==> src/rtl/chroma_mode_sched_if.sv <==
// Handshake and data bundle between the chroma mode scheduler and its environment.
//   start/ready          : operation request and idle indication
//   pred_en/comp_sel/row_idx : control to the 8x8 chroma predictor
//   vrow/hrow/dcrow      : predicted row for V/H/DC modes (pixel k at [8k+7:8k])
//   orig_row/orig_valid/orig_ready : original row stream with handshake
//   best_mode/best_cost/done : decision result and update pulse
interface chroma_mode_sched_if;
  localparam int unsigned ROW_W  = 64;
  localparam int unsigned IDX_W  = 3;
  localparam int unsigned MODE_W = 2;
  localparam int unsigned COST_W = 15;

  logic              start;
  logic              ready;
  logic              pred_en;
  logic              comp_sel;
  logic [IDX_W-1:0]  row_idx;
  logic [ROW_W-1:0]  vrow;
  logic [ROW_W-1:0]  hrow;
  logic [ROW_W-1:0]  dcrow;
  logic [ROW_W-1:0]  orig_row;
  logic              orig_valid;
  logic              orig_ready;
  logic [MODE_W-1:0] best_mode;
  logic [COST_W-1:0] best_cost;
  logic              done;

  // Environment side
  modport master (
    output start, vrow, hrow, dcrow, orig_row, orig_valid,
    input  ready, pred_en, comp_sel, row_idx, orig_ready, best_mode, best_cost, done
  );

  // Scheduler side
  modport slave (
    input  start, vrow, hrow, dcrow, orig_row, orig_valid,
    output ready, pred_en, comp_sel, row_idx, orig_ready, best_mode, best_cost, done
  );
endinterface

==> src/rtl/chroma_mode_sched.sv <==
// Chroma intra mode scheduler: sequences the predictor over Cb then Cr
// (8 rows each), accumulates DC/H/V SADs across both components and
// registers the cheapest mode (ties -> lowest mode number).
// Ports:
//   clk   : rising-edge clock
//   reset : asynchronous active-low reset
//   bus   : chroma_mode_sched_if.slave (see interface for signal list)
module chroma_mode_sched #(
  parameter int unsigned PRED_LAT = 1
) (
  input  logic                clk,
  input  logic                reset,
  chroma_mode_sched_if.slave  bus
);
  localparam int unsigned PIX_W  = 8;
  localparam int unsigned NPIX   = 8;
  localparam int unsigned ROW_W  = PIX_W * NPIX;
  localparam int unsigned SAD_W  = 11;
  localparam int unsigned ACC_W  = 15;
  localparam int unsigned IDX_W  = 3;
  localparam int unsigned MODE_W = 2;
  localparam int unsigned CNT_W  = 2;
  localparam logic [CNT_W-1:0] WAIT_LAST = CNT_W'((PRED_LAT > 1) ? (PRED_LAT - 2) : 0);
  localparam logic [IDX_W-1:0] LAST_ROW  = IDX_W'(NPIX - 1);

  typedef enum logic [2:0] {
    S_IDLE, S_PRED, S_WAIT, S_ACC, S_DECIDE, S_DONE
  } state_e;

  state_e             state_q, state_d;
  logic [IDX_W-1:0]   row_q, row_d;
  logic               comp_q, comp_d;
  logic [CNT_W-1:0]   wait_q, wait_d;
  logic [ACC_W-1:0]   acc_dc_q, acc_dc_d;
  logic [ACC_W-1:0]   acc_h_q, acc_h_d;
  logic [ACC_W-1:0]   acc_v_q, acc_v_d;
  logic [MODE_W-1:0]  best_mode_q, best_mode_d;
  logic [ACC_W-1:0]   best_cost_q, best_cost_d;
  logic               ready_q, ready_d;
  logic               pred_en_q, pred_en_d;
  logic               orig_ready_q, orig_ready_d;
  logic               done_q, done_d;

  logic               accept_c;
  logic [SAD_W-1:0]   sad_dc_c, sad_h_c, sad_v_c;

  // Sum of absolute pixel differences over one 8-pixel row
  function automatic logic [SAD_W-1:0] row_sad(input logic [ROW_W-1:0] a,
                                               input logic [ROW_W-1:0] b);
    logic [SAD_W-1:0] s;
    logic [PIX_W-1:0] pa, pb;
    s = '0;
    for (int k = 0; k < int'(NPIX); k++) begin
      pa = a[k*PIX_W +: PIX_W];
      pb = b[k*PIX_W +: PIX_W];
      s  = s + SAD_W'((pa > pb) ? (pa - pb) : (pb - pa));
    end
    return s;
  endfunction

  assign accept_c = (state_q == S_ACC) && bus.orig_valid;
  assign sad_dc_c = row_sad(bus.orig_row, bus.dcrow);
  assign sad_h_c  = row_sad(bus.orig_row, bus.hrow);
  assign sad_v_c  = row_sad(bus.orig_row, bus.vrow);

  // State register
  always_ff @(posedge clk or negedge reset) begin
    if (!reset) state_q <= S_IDLE;
    else        state_q <= state_d;
  end

  // Next-state logic
  always_comb begin
    state_d = state_q;
    case (state_q)
      S_IDLE:   if (bus.start) state_d = S_PRED;
      S_PRED:   state_d = (PRED_LAT == 1) ? S_ACC : S_WAIT;
      S_WAIT:   if (wait_q == WAIT_LAST) state_d = S_ACC;
      S_ACC:    if (accept_c && (row_q == LAST_ROW)) state_d = comp_q ? S_DECIDE : S_PRED;
      S_DECIDE: state_d = S_DONE;
      S_DONE:   state_d = S_IDLE;
      default:  state_d = S_IDLE;
    endcase
  end

  // Output and datapath next values; status outputs follow the next state
  always_comb begin
    row_d        = row_q;
    comp_d       = comp_q;
    wait_d       = wait_q;
    acc_dc_d     = acc_dc_q;
    acc_h_d      = acc_h_q;
    acc_v_d      = acc_v_q;
    best_mode_d  = best_mode_q;
    best_cost_d  = best_cost_q;
    ready_d      = (state_d == S_IDLE);
    pred_en_d    = (state_d == S_PRED);
    orig_ready_d = (state_d == S_ACC);
    done_d       = (state_d == S_DONE);
    case (state_q)
      S_IDLE: begin
        if (bus.start) begin
          acc_dc_d = '0;
          acc_h_d  = '0;
          acc_v_d  = '0;
          comp_d   = 1'b0;
          row_d    = '0;
        end
      end
      S_PRED: wait_d = '0;
      S_WAIT: wait_d = wait_q + CNT_W'(1);
      S_ACC: begin
        if (accept_c) begin
          acc_dc_d = acc_dc_q + ACC_W'(sad_dc_c);
          acc_h_d  = acc_h_q  + ACC_W'(sad_h_c);
          acc_v_d  = acc_v_q  + ACC_W'(sad_v_c);
          // Row index wraps naturally from 7 to 0 for the Cr pass
          row_d    = row_q + IDX_W'(1);
          if ((row_q == LAST_ROW) && !comp_q) comp_d = 1'b1;
        end
      end
      S_DECIDE: begin
        // Non-strict compares keep the lower mode number on ties
        if ((acc_dc_q <= acc_h_q) && (acc_dc_q <= acc_v_q)) begin
          best_mode_d = MODE_W'(0);
          best_cost_d = acc_dc_q;
        end else if (acc_h_q <= acc_v_q) begin
          best_mode_d = MODE_W'(1);
          best_cost_d = acc_h_q;
        end else begin
          best_mode_d = MODE_W'(2);
          best_cost_d = acc_v_q;
        end
      end
      S_DONE: begin
        comp_d = 1'b0;
        row_d  = '0;
      end
      default: ;
    endcase
  end

  // Datapath and output registers
  always_ff @(posedge clk or negedge reset) begin
    if (!reset) begin
      row_q        <= '0;
      comp_q       <= 1'b0;
      wait_q       <= '0;
      acc_dc_q     <= '0;
      acc_h_q      <= '0;
      acc_v_q      <= '0;
      best_mode_q  <= '0;
      best_cost_q  <= '0;
      ready_q      <= 1'b1;
      pred_en_q    <= 1'b0;
      orig_ready_q <= 1'b0;
      done_q       <= 1'b0;
    end else begin
      row_q        <= row_d;
      comp_q       <= comp_d;
      wait_q       <= wait_d;
      acc_dc_q     <= acc_dc_d;
      acc_h_q      <= acc_h_d;
      acc_v_q      <= acc_v_d;
      best_mode_q  <= best_mode_d;
      best_cost_q  <= best_cost_d;
      ready_q      <= ready_d;
      pred_en_q    <= pred_en_d;
      orig_ready_q <= orig_ready_d;
      done_q       <= done_d;
    end
  end

  assign bus.ready      = ready_q;
  assign bus.pred_en    = pred_en_q;
  assign bus.comp_sel   = comp_q;
  assign bus.row_idx    = row_q;
  assign bus.orig_ready = orig_ready_q;
  assign bus.best_mode  = best_mode_q;
  assign bus.best_cost  = best_cost_q;
  assign bus.done       = done_q;
endmodule

==> src/flat_wrapper.sv <==
// flat-port wrapper written by rule: the top's interface ports become plain ports
module chroma_mode_sched_flat 
#(
  parameter int unsigned PRED_LAT = 1
)
  (clk, reset, bus_start, bus_vrow, bus_hrow, bus_dcrow, bus_orig_row, bus_orig_valid, bus_ready, bus_pred_en, bus_comp_sel, bus_row_idx, bus_orig_ready, bus_best_mode, bus_best_cost, bus_done);
  chroma_mode_sched_if bus_i ();
  input  logic clk;
  input  logic reset;
  input wire logic [$bits(bus_i.start)-1:0] bus_start;
  input wire logic [$bits(bus_i.vrow)-1:0] bus_vrow;
  input wire logic [$bits(bus_i.hrow)-1:0] bus_hrow;
  input wire logic [$bits(bus_i.dcrow)-1:0] bus_dcrow;
  input wire logic [$bits(bus_i.orig_row)-1:0] bus_orig_row;
  input wire logic [$bits(bus_i.orig_valid)-1:0] bus_orig_valid;
  output wire logic [$bits(bus_i.ready)-1:0] bus_ready;
  output wire logic [$bits(bus_i.pred_en)-1:0] bus_pred_en;
  output wire logic [$bits(bus_i.comp_sel)-1:0] bus_comp_sel;
  output wire logic [$bits(bus_i.row_idx)-1:0] bus_row_idx;
  output wire logic [$bits(bus_i.orig_ready)-1:0] bus_orig_ready;
  output wire logic [$bits(bus_i.best_mode)-1:0] bus_best_mode;
  output wire logic [$bits(bus_i.best_cost)-1:0] bus_best_cost;
  output wire logic [$bits(bus_i.done)-1:0] bus_done;
  assign bus_i.start = bus_start;
  assign bus_i.vrow = bus_vrow;
  assign bus_i.hrow = bus_hrow;
  assign bus_i.dcrow = bus_dcrow;
  assign bus_i.orig_row = bus_orig_row;
  assign bus_i.orig_valid = bus_orig_valid;
  assign bus_ready = bus_i.ready;
  assign bus_pred_en = bus_i.pred_en;
  assign bus_comp_sel = bus_i.comp_sel;
  assign bus_row_idx = bus_i.row_idx;
  assign bus_orig_ready = bus_i.orig_ready;
  assign bus_best_mode = bus_i.best_mode;
  assign bus_best_cost = bus_i.best_cost;
  assign bus_done = bus_i.done;
  chroma_mode_sched #(.PRED_LAT(PRED_LAT)) u_core (.clk(clk), .reset(reset), .bus(bus_i));
endmodule
==> config.mk <==
export PLATFORM = sky130hd
export DESIGN_NAME = chroma_mode_sched_flat
export DESIGN_NICKNAME = d
export VERILOG_FILES = /design/src/rtl/chroma_mode_sched_if.sv /design/src/rtl/chroma_mode_sched.sv /design/src/flat_wrapper.sv
export SDC_FILE = /design/constraint.sdc
export NUM_CORES = 1
export LEC_CHECK = 0
export CAP_MARGIN = 15
export CORE_AREA = 10 10 224 226
export CTS_CLUSTER_DIAMETER = 100
export DETAILED_ROUTE_END_ITERATION = 7
export DIE_AREA = 0 0 234 236
export GPL_TIMING_DRIVEN = 1
export PLACE_DENSITY = 0.82
export SLEW_MARGIN = 20
export SYNTH_ARGS = -nofsm -noshare
export SYNTH_HDL_FRONTEND = slang
export SYNTH_SLANG_ARGS = --single-unit
==> constraint.sdc <==
create_clock -name clk -period 6.8 [get_ports clk]
set_input_delay 1.36 -clock clk [delete_from_list [all_inputs] [get_ports clk]]
set_output_delay 1.36 -clock clk [all_outputs]
set_load 0.02 [all_outputs]
==> summary.md, run 1 <==
| Metric | Value |
|---|---|
| Starting Density | `0.5932` |
| Post-synth EDFFs | `0` |
| Largest cells by area after synthesis | `ha_1, fa_1, inv_1, dfrtp_1, mux2i_1` |
| Status | `aborted with a tool error` |
| Sink Count | `75` |
| Mean Syn Cell Area | `8.397 µm²` |
| Yosys cell types | `89` |
| Synth Warn # | `0` |
| Ports | `285` |
| Stage reached | `global routing (5_1_grt)` |
| Row count | `approximately 80` |
| Top cell type's share of synthesized area | `0.2304` |
| Die Y-Extent | `between 200 and 250 µm` |
| Post-DP HPWL | `between 80 and 90 mm` |
| Async S/R FF share, synth | `1.000` |
| Cell count after synthesis | `3,240` |
| Longest Clk Path Bufs | `2` |
| Ys flop type | `dfrtp_1` |
| Biggest area consumer among synthesized cells | `ha_1` |
| Error | `[ERROR GRT-0232] Routing congestion too high. Check the congestion heatmap in the GUI.` |
| Port bufs | `284` |
| Seq/Total Area, Yosys | `0.06903` |
| FF+latch count, synth | `between 70 and 80` |
| CTS root buf | `clkbuf_16` |
| Largest net degree at the start of global routing | `76` |
| Worst ep type | `register input` |
| Total GRT Usage | `0.6967` |
| H-tree levels | `3` |
| Syn Nets | `4,217` |
| GP Congestion | `roughly 1` |
| Die X-Extent | `234 µm` |
| Grt ovf | `102` |
| Worst EP post-GRT repair | `u_core.acc_h_q[11]$_DFFE_PN0P_/D` |
| Synthesized cell area | `between 0.02 and 0.03 mm²` |
| CTS Buf Count | `9` |
## metrics by stage
stage / std cells / worst slack [ps] / hold slack [ps] / cell area [µm²]
4_1_cts: 5131 / -982.6 / 488.9 / 40920
3_5_place_dp: 5041 / -2024 / 476.2 / 38260
3_3_place_gp: 5041 / -1776 / 460.5 / 38260
2_1_floorplan: 3240 / -968.6 / 471.5 / 27670
## synthesized netlist by cell type, types with 24 or more instances
master	n
a21o_1	174
a21oi_1	263
a31oi_1	33
and2_1	36
dfrtp_1	74
fa_1	216
ha_1	501
inv_1	614
mux2i_1	174
nand2_1	113
nand2b_1	34
nand4_1	34
nor2_1	122
nor2b_1	57
nor3_1	52
o21ai_0	91
o21ai_1	24
o21bai_1	48
xnor2_1	123
xor2_1	79
## kinds of logic after synthesis
group | synth area share
AO/OA/AOI/OAI | 0.2033
adder cells (fa/ha/maj) | 0.3894
buffers and inverters | 0.09488
AND/OR/NAND/NOR | 0.1057
XOR/XNOR | 0.06503
multiplexers | 0.07271
flip-flops | 0.06903
## routing by layer
metal / overflow / track usage
met1: 0 / 0.6688
met2: 59 / 0.8664
met4: 42 / 0.6823
met3: 1 / 0.5741
met5: 0 / 0.2691
## repair_timing
action,in CTS
hold buffers,0
gates resized for setup,586
pin swaps,245
buffers inserted,80
endpoints found under the setup margin,37
==> inputs of run 2 (changes only) <==
Settings changed: CORE_AREA 10 10 224 226 to 10 10 272 274, CTS_CLUSTER_DIAMETER 100 to unset, DIE_AREA 0 0 234 236 to 0 0 282 284, PLACE_DENSITY 0.82 to unset, PLACE_DENSITY_LB_ADDON set to 0.15.
==> run 2 against run 1 <==
- the flow now finishes, with violations (setup timing)
- area after synthesis did not move
- synthesized cell count did not move
==> summary.md, run 2 <==
| Metric | Value |
|---|---|
| Starting Density | `0.3980 (was 0.5932)` |
| First-pass GRT wire length | `around 160 mm` |
| Die Y-Extent | `284 µm (was 236 µm)` |
| WP data required | `between 7000 and 8000 ps` |
| Via count | `28,060` |
| Crit Path Max Fanout | `5` |
| CP most frequent cell | `inv_2` |
| CTS root buf | `clkbuf_16 (unchanged)` |
| Commonest non-fill, non-tap cells in the layout | `buf_4, inv_1, ha_1, a21oi_1, fa_1` |
| DIE AREA | `0.08009 mm²` |
| Max Clk Rate | `127.7 MHz` |
| Hold Crit Class | `reg2reg` |
| Hold-fix buffers, CTS | `0 (unchanged)` |
| Min-delay src | `u_core.bus.best_mode[1]$_DFFE_PN0N_` |
| WP data arrival | `8100 ps` |
| Yosys cell types | `89 (unchanged)` |
| Top cell type's share of synthesized area | `0.2304 (unchanged)` |
| Worst r2r src | `u_core.acc_v_q[8]$_DFFE_PN0P_` |
| R2r endpoint | `u_core.bus.best_cost[5]$_DFFE_PN0N_` |
| Ratio of cells with drive above 1 in the final layout | `0.3873` |
| Largest net degree at the start of global routing | `76` |
| Clock Latency Late Sink | `350 ps` |
| Biggest area consumer among synthesized cells | `ha_1 (unchanged)` |
| Post-Place Cell Area | `0.03918 mm² (was 0.03826 mm²)` |
| Hold Violations, Final | `0` |
| CTS Buf Count | `9 (unchanged)` |
| Post-synth EDFFs | `0 (unchanged)` |
| Max Slew Vio Count | `0` |
| CP max-delay cell | `fa_1` |
| DR DRC count | `0` |
| Grt ovf | `0` |
| Final min period | `7832 ps` |
| Total GRT Usage | `0.2520` |
| Crit end category | `flop` |
| Async S/R FF share, synth | `1.000 (unchanged)` |
| Port bufs | `284 (unchanged)` |
| Vias per cell | `5.064` |
| WL met3 | `4.163 mm` |
| Seq/Total Area, Yosys | `0.06903 (unchanged)` |
| Area grow syn2layout | `61.05%` |
| 1st-pass router iterations | `5` |
| GP Congestion | `0.9497 (was 1.017)` |
| Fin area | `0.04381 mm²` |
| CP Launch Type | `input pin` |
| Hold path endpoint | `u_core.bus.best_mode[1]$_DFFE_PN0N_` |
| H-tree levels | `3 (unchanged)` |
| Met2 WL post-DR | `54.02 mm` |
| Sink Count | `75 (unchanged)` |
| Commonest non-fill, non-tap cell in the layout | `buf_4` |
| Die X-Extent | `282 µm (was 234 µm)` |
| Max-cap viol count | `0` |
| Core Area | `a little under 0.07 mm²` |
| Largest cells by area after synthesis | `ha_1, fa_1, inv_1, dfrtp_1, mux2i_1 (unchanged)` |
| NumNets Final | `5,630` |
| Synth top cells by count | `inv_1, ha_1, a21oi_1, fa_1 (unchanged)` |
| Worst setup path category | `in2reg` |
| Count leader, synth | `inv_1 (unchanged)` |
| Clock Pin Slew Worst Setup and Hold Paths | `70 ps` |
| Worst-Margin Slew | `1054 ps` |
| Final WS setup | `-1032 ps` |
| Cell count after synthesis | `3,240 (unchanged)` |
| Ys flop type | `dfrtp_1 (unchanged)` |
| Longest Clk Path Bufs | `2 (unchanged)` |
| Row count | `96 (was 79)` |
| Failing checks | `setup timing` |
| Crit share post-route | `1.152` |
| Critical Path Max Stage Delay | `approximately 560 ps` |
| Antenna Nets Post-Route | `0` |
| Status | `complete, but fails checks (was aborted with a tool error)` |
| Drt wl/cell | `19.08 µm` |
| Post-DP HPWL | `91.42 mm (was 89.84 mm)` |
| Wirelength, routed | `105.7 mm` |
| Setup slack, reg-to-reg | `4060 ps` |
| M1 WL | `44.22 mm` |
| Worst slew margin | `0.2964` |
| CTS tree | `yes` |
| Syn Nets | `4,217 (unchanged)` |
| Clock Skews | `13.91 ps` |
| Number of global-route vias before repair | `around 29,000` |
| Initial DRC count | `1,509` |
| Initial antenna violation count | `2` |
| Worst reg2reg path depth | `9` |
| WHS Path Cells | `2` |
| Final setup viols | `33` |
| Mean Syn Cell Area | `8.397 µm² (unchanged)` |
| Synthesized cell area | `0.02720 mm² (unchanged)` |
| Ports | `285 (unchanged)` |
| Top Metal Used | `met5` |
| Synth Warn # | `0 (unchanged)` |
| RSZ-0062 raised after global routing | `true` |
| FF+latch count, synth | `75 (unchanged)` |
run 2: cell counts after synthesis:
Identical to the previous run, type by type.
run 2: through the flow:
stage	worst slack [ps]	util	setup TNS [ps]	hold WS, ps	std cells
after floorplan	-968.6	-	-16760	471.5	3240
after global placement	-1978	0.5732	-57560	469.5	5392
after detailed placement	-2039	0.5733	-61530	478.4	5392
after CTS	-1043	0.6144	-24270	493.4	5494
after global routing	-1308	0.6410	-31010	523.3	5540
final	-1032	0.6411	-23470	484.8	5541
run 2: final cells by class:
class | instances | area (µm²)
timing repair buffer | 1454 | 11880
inverter | 620 | 2362
fill | 5768 | 24530
tap | 882 | 1104
clock buffer | 10 | 229.0
sequential | 75 | 1878
clock inverter | 6 | 66.31
multi-input combinational | 2493 | 26290
antenna | 1 | 2.502
run 2: worst max-delay path by stage:
stage,cells after the start,to,slack (ps),from
3_3_place_gp,30,u_core.acc_h_q[14]$_DFFE_PN0P_,-1980,bus_orig_row[33]
6_report,34,u_core.acc_v_q[12]$_DFFE_PN0P_,-1030,bus_orig_row[56]
5_1_grt,34,u_core.acc_h_q[13]$_DFFE_PN0P_,-1310,bus_orig_row[33]
3_5_place_dp,30,u_core.acc_h_q[14]$_DFFE_PN0P_,-2040,bus_orig_row[33]
2_1_floorplan,30,u_core.acc_h_q[14]$_DFFE_PN0P_,-970,bus_orig_row[33]
4_1_cts,32,u_core.acc_v_q[14]$_DFFE_PN0P_,-1040,bus_orig_row[33]
run 2: kinds of logic (layout without fill, tap and decap cells):
family | count (synthesis) | in the layout | share of synthesized area
xor+xnor | 202 | 202 | 0.06503
other cells | 0 | 1 | 0
simple gates | 552 | 552 | 0.1057
buf+inv | 672 | 2090 | 0.09488
flops | 75 | 75 | 0.06903
fa+ha+maj | 717 | 717 | 0.3894
compound gates | 827 | 827 | 0.2033
mux | 195 | 195 | 0.07271
run 2: repair_timing:
action | 4_1_cts | 5_1_grt
buffers inserted | 90 | 57
setup endpoints to repair | 38 | 36
pin swaps | 235 | 244
gates resized for setup | 526 | 331
run 2: metal layers:
| metal | track usage | vias to the layer above |
|---|---|---|
| met5 | 0 | - |
| met2 | 0.4649 | 570 |
| met1 | 0.3064 | 13480 |
| li1 | - | 13840 |
| met4 | 0.06338 | 4 |
| met3 | 0.02310 | 161 |
run 2: worst max-delay path: cells and delay by family:
kind / cells / cell delay (ps)
XOR/XNOR: 1 / 150
multiplexers: 1 / 330
buffers and inverters: 9 / 900
AND/OR/NAND/NOR: 5 / 900
AO/OA/AOI/OAI: 10 / 1530
adder cells (fa/ha/maj): 8 / 2930
Power of run 2 is not shown: default switching activity piles up to over one toggle a cycle in this logic, so the estimate is an artifact.
